**src/rtl/placement_scheduler.sv**
```systemverilog
// Purpose: AI move selector; walks every (rotation, column) placement, scores the legal
//          boards through the analyzer and keeps the lowest-scoring candidate.
// Latency: legal candidate 6 cycles, illegal 2 cycles (1-cycle ack, 2-cycle analyzer), +2 per search.
// Backpressure: cand_req is held until cand_ack; each wait (ack or recv_score) is bounded by TIMEOUT.
// Ports: clk/rst_n (async active-low); start/abort/busy/done/error to the game FSM;
//        best_* result; cand_req/cand_rot/cand_col/cand_ack/cand_legal to the placement generator;
//        req_score/recv_score/score to the board analyzer.
module placement_scheduler #(
    parameter int NUM_ROT = 4,
    parameter int NUM_COL = 10,
    parameter int TIMEOUT = 15
) (
    input  logic        clk,
    input  logic        rst_n,
    input  logic        start,
    input  logic        abort,
    output logic        busy,
    output logic        done,
    output logic        error,
    output logic        best_valid,
    output logic [1:0]  best_rot,
    output logic [3:0]  best_col,
    output logic [31:0] best_score,
    output logic        cand_req,
    output logic [1:0]  cand_rot,
    output logic [3:0]  cand_col,
    input  logic        cand_ack,
    input  logic        cand_legal,
    output logic        req_score,
    input  logic        recv_score,
    input  logic [31:0] score
);

    typedef enum logic [2:0] {
        S_IDLE, S_GEN, S_SCORE, S_WAIT, S_UPDATE, S_NEXT, S_FINISH
    } state_t;

    localparam int          TW        = (TIMEOUT < 2) ? 1 : $clog2(TIMEOUT);
    localparam logic [TW-1:0] TMO_LAST = TW'(TIMEOUT - 1);
    localparam logic [1:0]  ROT_LAST  = 2'(NUM_ROT - 1);
    localparam logic [3:0]  COL_LAST  = 4'(NUM_COL - 1);
    localparam logic [31:0] SCORE_MAX = 32'h7FFF_FFFF;

    state_t         state_q;
    logic [1:0]     rot_q;
    logic [3:0]     col_q;
    logic [TW-1:0]  tmo_q;
    logic [31:0]    score_q;
    logic           busy_q, done_q, error_q, cand_req_q, req_score_q;
    logic           best_valid_q;
    logic [1:0]     best_rot_q;
    logic [3:0]     best_col_q;
    logic [31:0]    best_score_q;

    always_ff @(posedge clk or negedge rst_n) begin
        if (!rst_n) begin
            state_q      <= S_IDLE;
            rot_q        <= '0;
            col_q        <= '0;
            tmo_q        <= '0;
            score_q      <= '0;
            busy_q       <= 1'b0;
            done_q       <= 1'b0;
            error_q      <= 1'b0;
            cand_req_q   <= 1'b0;
            req_score_q  <= 1'b0;
            best_valid_q <= 1'b0;
            best_rot_q   <= '0;
            best_col_q   <= '0;
            best_score_q <= SCORE_MAX;
        end else begin
            // Pulse outputs default low so they can never be held two cycles.
            done_q      <= 1'b0;
            req_score_q <= 1'b0;
            if (abort && state_q != S_IDLE) begin
                state_q    <= S_IDLE;
                busy_q     <= 1'b0;
                cand_req_q <= 1'b0;
            end else begin
                case (state_q)
                    S_IDLE: begin
                        if (start && !abort) begin
                            state_q      <= S_GEN;
                            rot_q        <= '0;
                            col_q        <= '0;
                            tmo_q        <= '0;
                            error_q      <= 1'b0;
                            best_valid_q <= 1'b0;
                            best_rot_q   <= '0;
                            best_col_q   <= '0;
                            best_score_q <= SCORE_MAX;
                            busy_q       <= 1'b1;
                            cand_req_q   <= 1'b1;
                        end
                    end
                    S_GEN: begin
                        if (cand_ack) begin
                            cand_req_q <= 1'b0;
                            if (cand_legal) begin
                                state_q     <= S_SCORE;
                                req_score_q <= 1'b1;
                            end else begin
                                state_q <= S_NEXT;
                            end
                        end else if (tmo_q == TMO_LAST) begin
                            cand_req_q <= 1'b0;
                            error_q    <= 1'b1;
                            done_q     <= 1'b1;
                            state_q    <= S_FINISH;
                        end else begin
                            tmo_q <= tmo_q + 1'b1;
                        end
                    end
                    S_SCORE: begin
                        state_q <= S_WAIT;
                        tmo_q   <= '0;
                    end
                    S_WAIT: begin
                        // A result on the last allowed cycle still counts.
                        if (recv_score) begin
                            score_q <= score;
                            state_q <= S_UPDATE;
                        end else if (tmo_q == TMO_LAST) begin
                            error_q <= 1'b1;
                            done_q  <= 1'b1;
                            state_q <= S_FINISH;
                        end else begin
                            tmo_q <= tmo_q + 1'b1;
                        end
                    end
                    S_UPDATE: begin
                        // Strict less-than: on a tie the earlier candidate stays.
                        if ($signed(score_q) < $signed(best_score_q)) begin
                            best_score_q <= score_q;
                            best_rot_q   <= rot_q;
                            best_col_q   <= col_q;
                            best_valid_q <= 1'b1;
                        end
                        state_q <= S_NEXT;
                    end
                    S_NEXT: begin
                        if (col_q == COL_LAST && rot_q == ROT_LAST) begin
                            done_q  <= 1'b1;
                            state_q <= S_FINISH;
                        end else begin
                            if (col_q == COL_LAST) begin
                                col_q <= '0;
                                rot_q <= rot_q + 1'b1;
                            end else begin
                                col_q <= col_q + 1'b1;
                            end
                            tmo_q      <= '0;
                            cand_req_q <= 1'b1;
                            state_q    <= S_GEN;
                        end
                    end
                    S_FINISH: begin
                        busy_q  <= 1'b0;
                        state_q <= S_IDLE;
                    end
                    default: state_q <= S_IDLE;
                endcase
            end
        end
    end

    assign busy       = busy_q;
    assign done       = done_q;
    assign error      = error_q;
    assign best_valid = best_valid_q;
    assign best_rot   = best_rot_q;
    assign best_col   = best_col_q;
    assign best_score = best_score_q;
    assign cand_req   = cand_req_q;
    assign cand_rot   = rot_q;
    assign cand_col   = col_q;
    assign req_score  = req_score_q;

endmodule

```
**config.mk**
```make
export PLATFORM = sky130hd
export DESIGN_NAME = placement_scheduler
export DESIGN_NICKNAME = d
export VERILOG_FILES = /design/src/rtl/placement_scheduler.sv
export SDC_FILE = /design/constraint.sdc
export NUM_CORES = 1
export LEC_CHECK = 0
export CAP_MARGIN = 15
export CELL_PAD_IN_SITES_DETAIL_PLACEMENT = 1
export CELL_PAD_IN_SITES_GLOBAL_PLACEMENT = 1
export CORE_ASPECT_RATIO = 1.4
export CORE_UTILIZATION = 40
export CTS_BUF_LIST = sky130_fd_sc_hd__clkbuf_4 sky130_fd_sc_hd__clkbuf_8
export DETAILED_ROUTE_END_ITERATION = 8
export PLACE_DENSITY = 0.82
export SLEW_MARGIN = 10
export SYNTH_ARGS = -nofsm -noshare
export SYNTH_HDL_FRONTEND = slang
export SYNTH_SLANG_ARGS = --single-unit
```
**constraint.sdc**
```tcl
create_clock -name clk -period 4.9 [get_ports clk]
set_input_delay 1.225 -clock clk [delete_from_list [all_inputs] [get_ports clk]]
set_output_delay 1.225 -clock clk [all_outputs]
set_load 0.05 [all_outputs]
```
==> summary.md, run 1 <==
| Metric | Value |
|---|---|
| Outcome | `finished, final reports clean` |
| Cells after DPL | `slightly above 600` |
| Critical path class | `register to register` |
| WP data arrival | `between 3 and 4 ns` |
| Max VDD drop | `around 0.16 mV` |
| Synthesized area per cell | `~11 sq um` |
| Setup crit end kind | `register` |
| Clk root buf | `clkbuf_8` |
| Worst rel slew slack | `0.263` |
| Slowest stage cell on the critical path | `o31a_1` |
| Clk slew on worst S/H paths | `0.09 ns` |
| Power density cells | `322 nW/um^2` |
| Post-route setup TNS | `0 ns` |
| Area grow syn2layout | `25.9%` |
| Initial Util | `0.415` |
| Vias in the first global route | `~3800` |
| WP data required | `5.10 ns` |
| Synth Warn # | `0` |
| Synth top area share | `0.318` |
| Largest net degree at the start of global routing | `66` |
| Post-synth EDFFs | `0` |
| FMAX | `between 0.2 and 0.3 GHz` |
| Int Power | `about 1.2 mW` |
| Final max-slew violation count | `0` |
| First-pass GRT wire length | `between 15 and 20 mm` |
| CTS tree | `built` |
| Psw | `just over 0.6 mW` |
| Placed cell area | `5540 sq um` |
| Layout cells sized above 1 | `0.177` |
| Io pins | `between 80 and 90` |
| Layout fillers | `1198` |
| Most common cell after layout, fill and taps aside | `clkdlybuf4s50_1` |
| CTS buffer count | `9` |
| Postcts setup bufs | `0` |
| Die height | `128 microns` |
| Top_reg_cell synth | `dfrtp_1` |
| Via count | `roughly 3400` |
| Min-Delay Path Class | `register to register` |
| Final worst slack | `~1.5 ns` |
| RR Startpoint | `best_score[5]` |
| Clk buf depth | `2` |
| Placer Congestion | `0.810` |
| Post-synth ARST share | `1.00` |
| Crit path largest cell delay | `0.57 ns` |
| Fin cells | `~640` |
| Syn Nets | `approximately 480` |
| Most frequent cells in the layout | `clkdlybuf4s50_1 (87), dfrtp_1 (58), inv_1 (50)` |
| Diode count | `0` |
| Final hold violation count | `0` |
| Crit-path most repeated cell | `a211oi_1` |
| Multi-input logic area | `2010 sq um` |
| CTS sink cnt | `between 80 and 90` |
| Worst reg-to-reg path cell count | `10` |
| DRC violations left | `0` |
| CTS H-tree lvls | `3` |
| Synth cell types | `52` |
| Reg area | `roughly 2300 sq um` |
| Post-CTS sizing | `0` |
| Post-place setup slack | `1.17 ns` |
| Gr usage total | `0.207` |
| Gate power share | `0.239` |
| CP Max Fanout | `24` |
| # port buffers | `88` |
| Min-delay src | `cand_req` |
| Layout Cell Area excl Fill | `between 5000 and 6000 sq um` |
| Netlist Area Pre-Place | `4560 sq um` |
| Core region area | `~11000 sq um` |
| Cell count after synthesis | `407` |
| Nets | `567` |
| Clock network fraction of design power | `0.281` |
| Hold-fix buffers, CTS | `0` |
| Max Cap Viol | `0` |
| CP cell instances | `inv_1 -> ha_1 -> a211oi_1 -> nor2_1 -> a211oi_1 -> o21ai_1 -> a311oi_2 -> o31a_1 -> buf_4 -> o22ai_1` |
| GRT overflow | `0` |
| Register area share after synthesis | `0.497` |
| Vias per cell | `approximately 5.4` |
| P_leak | `between 2 and 3 nW` |
| Setup violations, final | `0` |
| Tcrit/Tclk final | `0.702` |
| First drt pass iteration count | `4` |
| Initial antenna violation count | `0` |
| Unrepaired setup endpoints after global routing | `false` |
| Sw Ratio | `0.330` |
| FP Rows | `45` |
| Ranking of synthesized cells by area | `dfrtp_1 (32%), dfstp_2 (18%), ha_1 (9.9%)` |
| #FFs+latches synth | `89` |
| CP Launch Type | `register` |
| Die width | `92.2 microns` |
| Routed WL | `~11 mm` |
| Dpl hpwl | `about 8.2 mm` |
| Fin crit period | `3.44 ns` |
| Slew @ Worst Pin | `about 1.1 ns` |
| Hold Path Sink | `cand_req` |
| Hold path cells | `1` |
| Clock Skew | `0.0159 ns` |
| ANT nets after route | `0` |
| Seq pwr share | `0.481` |
| Wire length per cell | `roughly 18 microns` |
| Die area | `around 12000 sq um` |
| Clk Latency, worst-skew pair | `about 0.37 ns` |
| R2R setup slack | `roughly 1.5 ns` |
| Initial DRC count | `98` |
| FF-to-FF End | `best_score[31]` |
| Largest area contributor in the netlist | `dfrtp_1` |
-- stage by stage --
| stage | utilization | hold slack [ns] | power (mW) |
|---|---|---|---|
| after floorplan | - | 0.438 | 1.17 |
| after global placement | 0.504 | 0.457 | 1.32 |
| after detailed placement | 0.504 | 0.469 | 1.35 |
| after CTS | 0.523 | 0.502 | 1.88 |
| after global routing | 0.523 | 0.526 | 1.94 |
| final | 0.523 | 0.496 | 1.85 |
-- critical path: cells and delay by family (launching register included) --
kind	cells	cell delay, ns
adder cells (fa/ha/maj)	1	0.32
flip-flops	1	0.56
buffers and inverters	2	0.44
AO/OA/AOI/OAI	6	1.87
AND/OR/NAND/NOR	1	0.09
-- kinds of logic (layout without fill, tap and decap cells) --
family                   count (synthesis)  count (layout)  synth area share
flip-flops                              89              89             0.497
buffers and inverters                   67             157            0.0659
adder cells (fa/ha/maj)                 36              36            0.0988
multiplexers                            35              35            0.0856
AO/OA/AOI/OAI                          104             104             0.169
AND/OR/NAND/NOR                         76              76            0.0835
-- cell type report --
type	instances	area share
inverters	50	0.0327
multi-input cells	251	0.349
clock buffers	9	0.0216
clock inverters	7	0.0137
repair buffers	91	0.157
flip-flops and latches	89	0.395
well taps	141	0.0307
-- metal layers --
metal / global-route usage / vias up / routed length, microns
met5: 0 / - / 0
met4: 0.0735 / 0 / 157
met3: 0.0421 / 11 / 405
met2: 0.379 / 66 / 6170
met1: 0.239 / 1731 / 4580
li1: - / 1610 / -
-- Yosys cell counts, drive strengths merged (2+ instances only) --
library cell,n
a211o,3
a211oi,4
a21o,4
a21oi,16
a221oi,2
a31oi,2
and2,2
and3,2
and4,2
buf,9
clkbuf,8
dfrtp,58
dfstp,31
ha,36
inv,50
mux2,32
mux2i,3
nand2,27
nand2b,4
nand3,4
nand4,3
nor2,17
nor2b,5
nor3,3
nor4,2
o211ai,2
o21ai,18
o22a,31
o22ai,8
o2bb2ai,2
o31ai,2
-- flip-flops by register name, indices dropped and copies added, names as in the netlist --
name,cells
tmo_q,4
cand_req,1
cand_col,4
cand_rot,2
done,1
state_q,3
score_q,32
best_col,4
best_score,32
req_score,1
best_rot,2
best_valid,1
busy,1
error,1
-- power by group through the flow --
stage / Combinational [mW] / Clock [mW] / Sequential, mW
after floorplan: 0.172 / 0 / 0.998
after global placement: 0.424 / 0 / 0.896
after detailed placement: 0.444 / 0 / 0.902
after CTS: 0.447 / 0.540 / 0.889
after global routing: 0.477 / 0.562 / 0.900
final: 0.441 / 0.519 / 0.888
-- how the worst max path moves through the flow --
stage              startpoint              to  slack [ns]  cells past startpoint
2_1_floorplan  best_score[21]  best_score[18]        2.10                     11
3_3_place_gp            start  best_score[31]        1.29                      7
3_5_place_dp            start  best_score[31]        1.17                      7
4_1_cts        best_score[21]  best_score[31]        1.43                     10
5_1_grt        best_score[30]  best_score[31]        1.24                     10
6_report        best_score[5]  best_score[31]        1.46                     10
Note: power is estimated with default switching activity, not from simulation.
==> run 2: changes to the inputs <==
--- a/config.mk
+++ b/config.mk
@@ -9,10 +9,10 @@
 export CELL_PAD_IN_SITES_DETAIL_PLACEMENT = 1
 export CELL_PAD_IN_SITES_GLOBAL_PLACEMENT = 1
 export CORE_ASPECT_RATIO = 1.4
-export CORE_UTILIZATION = 40
+export CORE_UTILIZATION = 38
 export CTS_BUF_LIST = sky130_fd_sc_hd__clkbuf_4 sky130_fd_sc_hd__clkbuf_8
 export DETAILED_ROUTE_END_ITERATION = 8
-export PLACE_DENSITY = 0.82
+export PLACE_DENSITY = 0.81
 export SLEW_MARGIN = 10
 export SYNTH_ARGS = -nofsm -noshare
 export SYNTH_HDL_FRONTEND = slang
==> constraint.sdc (replaced) <==
create_clock -name clk -period 2.86 [get_ports clk]
set_input_delay 0.715 -clock clk [delete_from_list [all_inputs] [get_ports clk]]
set_output_delay 0.715 -clock clk [all_outputs]
set_load 0.05 [all_outputs]
==> run 2 against run 1 <==
- wire length increased by 7.8%
- first-iteration DRC count decreased by 19%
- core utilization decreased by 0.99 points
- fmax increased by 24%
- largest power group unchanged
- die area increased by 5.2%
==> summary.md, run 2 (same netlist as run 1, synthesis figures left out) <==
| Metric | Value |
|---|---|
| Initial antenna violation count | `0 (unchanged)` |
| Global route hottest layer | `met2 (unchanged)` |
| GR Layer Usage met2 | `0.376 (was 0.379)` |
| Outcome | `finished, final reports clean (unchanged)` |
| Core region area | `11800 sq um (was 11000 sq um)` |
| Clk buf depth | `2 (unchanged)` |
| Clock Skew | `0.0133 ns (was 0.0159 ns)` |
| Dpl hpwl | `8.57 mm (was 8.20 mm)` |
| First drt pass iteration count | `4 (unchanged)` |
| Final max-slew violation count | `0 (unchanged)` |
| Layout cells sized above 1 | `0.225 (was 0.177)` |
| Clk Latency, worst-skew pair | `0.37 ns (about the same)` |
| Slew @ Worst Pin | `0.623 ns (was 1.10 ns)` |
| Initial DRC count | `79 (was 98)` |
| Hold-fix buffers, CTS | `0 (unchanged)` |
| Max VDD drop | `0.215 mV (was 0.163 mV)` |
| CP Max Fanout | `8 (was 24)` |
| Largest net degree at the start of global routing | `47 (was 66)` |
| Routed WL | `12.2 mm (was 11.3 mm)` |
| # port buffers | `88 (unchanged)` |
| Wire length per cell | `18.5 microns (was 17.7 microns)` |
| Vias per cell | `5.34 (was 5.36)` |
| Nets | `582 (was 567)` |
| CTS H-tree lvls | `3 (unchanged)` |
| ANT nets after route | `0 (unchanged)` |
| Io pins | `89 (unchanged)` |
| GRT met3 Usage | `0.0289 (was 0.0421)` |
| Die height | `132 microns (was 128 microns)` |
| Via count | `3522 (was 3418)` |
| Placer Congestion | `0.809 (was 0.810)` |
| Setup crit end kind | `register (unchanged)` |
| P_leak | `2.91 nW (was 2.77 nW)` |
| FP Rows | `47 (was 45)` |
| Initial Util | `0.388 (was 0.415)` |
| Tcrit/Tclk final | `0.972 (was 0.702)` |
| CTS sink cnt | `89 (unchanged)` |
| Final hold violation count | `0 (unchanged)` |
| Cells after DPL | `635 (was 622)` |
| Gr usage total | `0.205 (was 0.207)` |
| WP data arrival | `3.08 ns (was 3.64 ns)` |
| M1 GR Usage | `0.232 (was 0.239)` |
| Max Cap Viol | `0 (unchanged)` |
| CTS buffer count | `9 (unchanged)` |
| CP Launch Type | `register (unchanged)` |
| Clk slew on worst S/H paths | `0.10 ns (was 0.09 ns)` |
| Area grow syn2layout | `32.3% (was 25.9%)` |
| Vias in the first global route | `3905 (was 3811)` |
| Die width | `94.6 microns (was 92.2 microns)` |
| Hold slack final | `0.328 ns (was 0.496 ns)` |
| Clk root buf | `clkbuf_8 (unchanged)` |
| Layout fillers | `1261 (was 1198)` |
| Min-Delay Path Class | `input port to async pin (was register to register)` |
| Setup violations, final | `0 (unchanged)` |
| CTS tree | `built (unchanged)` |
| Power density cells | `546 nW/um^2 (was 322 nW/um^2)` |
| GRT overflow | `0 (unchanged)` |
| Fin crit period | `2.78 ns (was 3.44 ns)` |
| First-pass GRT wire length | `19.6 mm (was 19.0 mm)` |
| Most common cell after layout, fill and taps aside | `clkdlybuf4s50_1 (unchanged)` |
| DRC violations left | `0 (unchanged)` |
| Most frequent cells in the layout | `clkdlybuf4s50_1 (87), dfrtp_1 (58), inv_1 (50) (unchanged)` |
| Fin cells | `659 (was 638)` |
| FMAX | `0.360 GHz (was 0.291 GHz)` |
| Critical path class | `register to register (unchanged)` |
| Diode count | `0 (unchanged)` |
| Final core utilization | `0.513 (was 0.523)` |
| Worst rel slew slack | `0.580 (was 0.263)` |
| Die area | `12400 sq um (was 11800 sq um)` |
| WP data required | `3.16 ns (was 5.10 ns)` |
-- run 2: final timing paths --
kind,startpoint,endpoint,slack [ns],cells past startpoint
max in group asynchronous,rst_n,best_score[15],1.77,2
setup reg to reg,best_score[21],best_score[17],0.08,11
hold reg to reg,tmo_q[3],tmo_q[3],0.48,1
setup / recovery,best_score[21],best_score[17],0.08,11
min in group clk,tmo_q[3],tmo_q[3],0.48,1
hold / removal,rst_n,cand_col[0],0.33,1
-- run 2: routing by layer --
metal	part of all wire	wire length (microns)
met1	0.40	4870
met2	0.55	6670
met3	0.031	384
met4	0.023	276
met5	0	0
-- run 2: power breakdown --
part,switching (mW),internal [mW],total [mW]
clock,0.481,0.492,0.973
combinational,0.468,0.330,0.798
sequential,0.116,1.41,1.52
-- run 2: per-stage QoR --
| step | setup WS [ns] | setup TNS [ns] | cell area, sq um | total power [mW] |
|---|---|---|---|---|
| finish | 0.0787 | 0 | 6030 | 3.29 |
| global placement | 0.0386 | 0 | 5630 | 2.28 |
| detailed placement | -0.0713 | -1.60 | 5630 | 2.32 |
| CTS | 0.0258 | 0 | 5860 | 3.30 |
| global route | -0.0333 | -0.645 | 6030 | 3.47 |
| floorplan | 0.0597 | 0 | 4560 | 2.00 |
-- run 2: repair_timing --
item	4_1_cts	5_1_grt
gates cloned	0	3
pin swaps	1	6
resized for setup	0	13
endpoints found under the setup margin	38	38
buffers inserted	1	4
-- run 2: layout make-up --
cell class                      count  area [sq um]  share of cell area
Inverter                           50           188              0.0311
Tap cell                          147           184              0.0305
Timing Repair Buffer              106          1090               0.181
Clock buffer                        9           124              0.0205
Multi-Input combinational cell    251          2090               0.346
Clock inverter                      7          93.8              0.0156
Sequential cell                    89          2270               0.376
-- run 2: worst max-delay path, stage by stage, from the launching register on --
cell	delay, ns
dfstp_2	0.54
inv_1	0.04
ha_1	0.32
a21oi_2	0.15
o21ai_1	0.07
a211o_1	0.31
a211o_1	0.28
a311oi_2	0.25
buf_4	0.19
o211ai_4	0.13
clkbuf_16	0.22
o22a_1	0.20
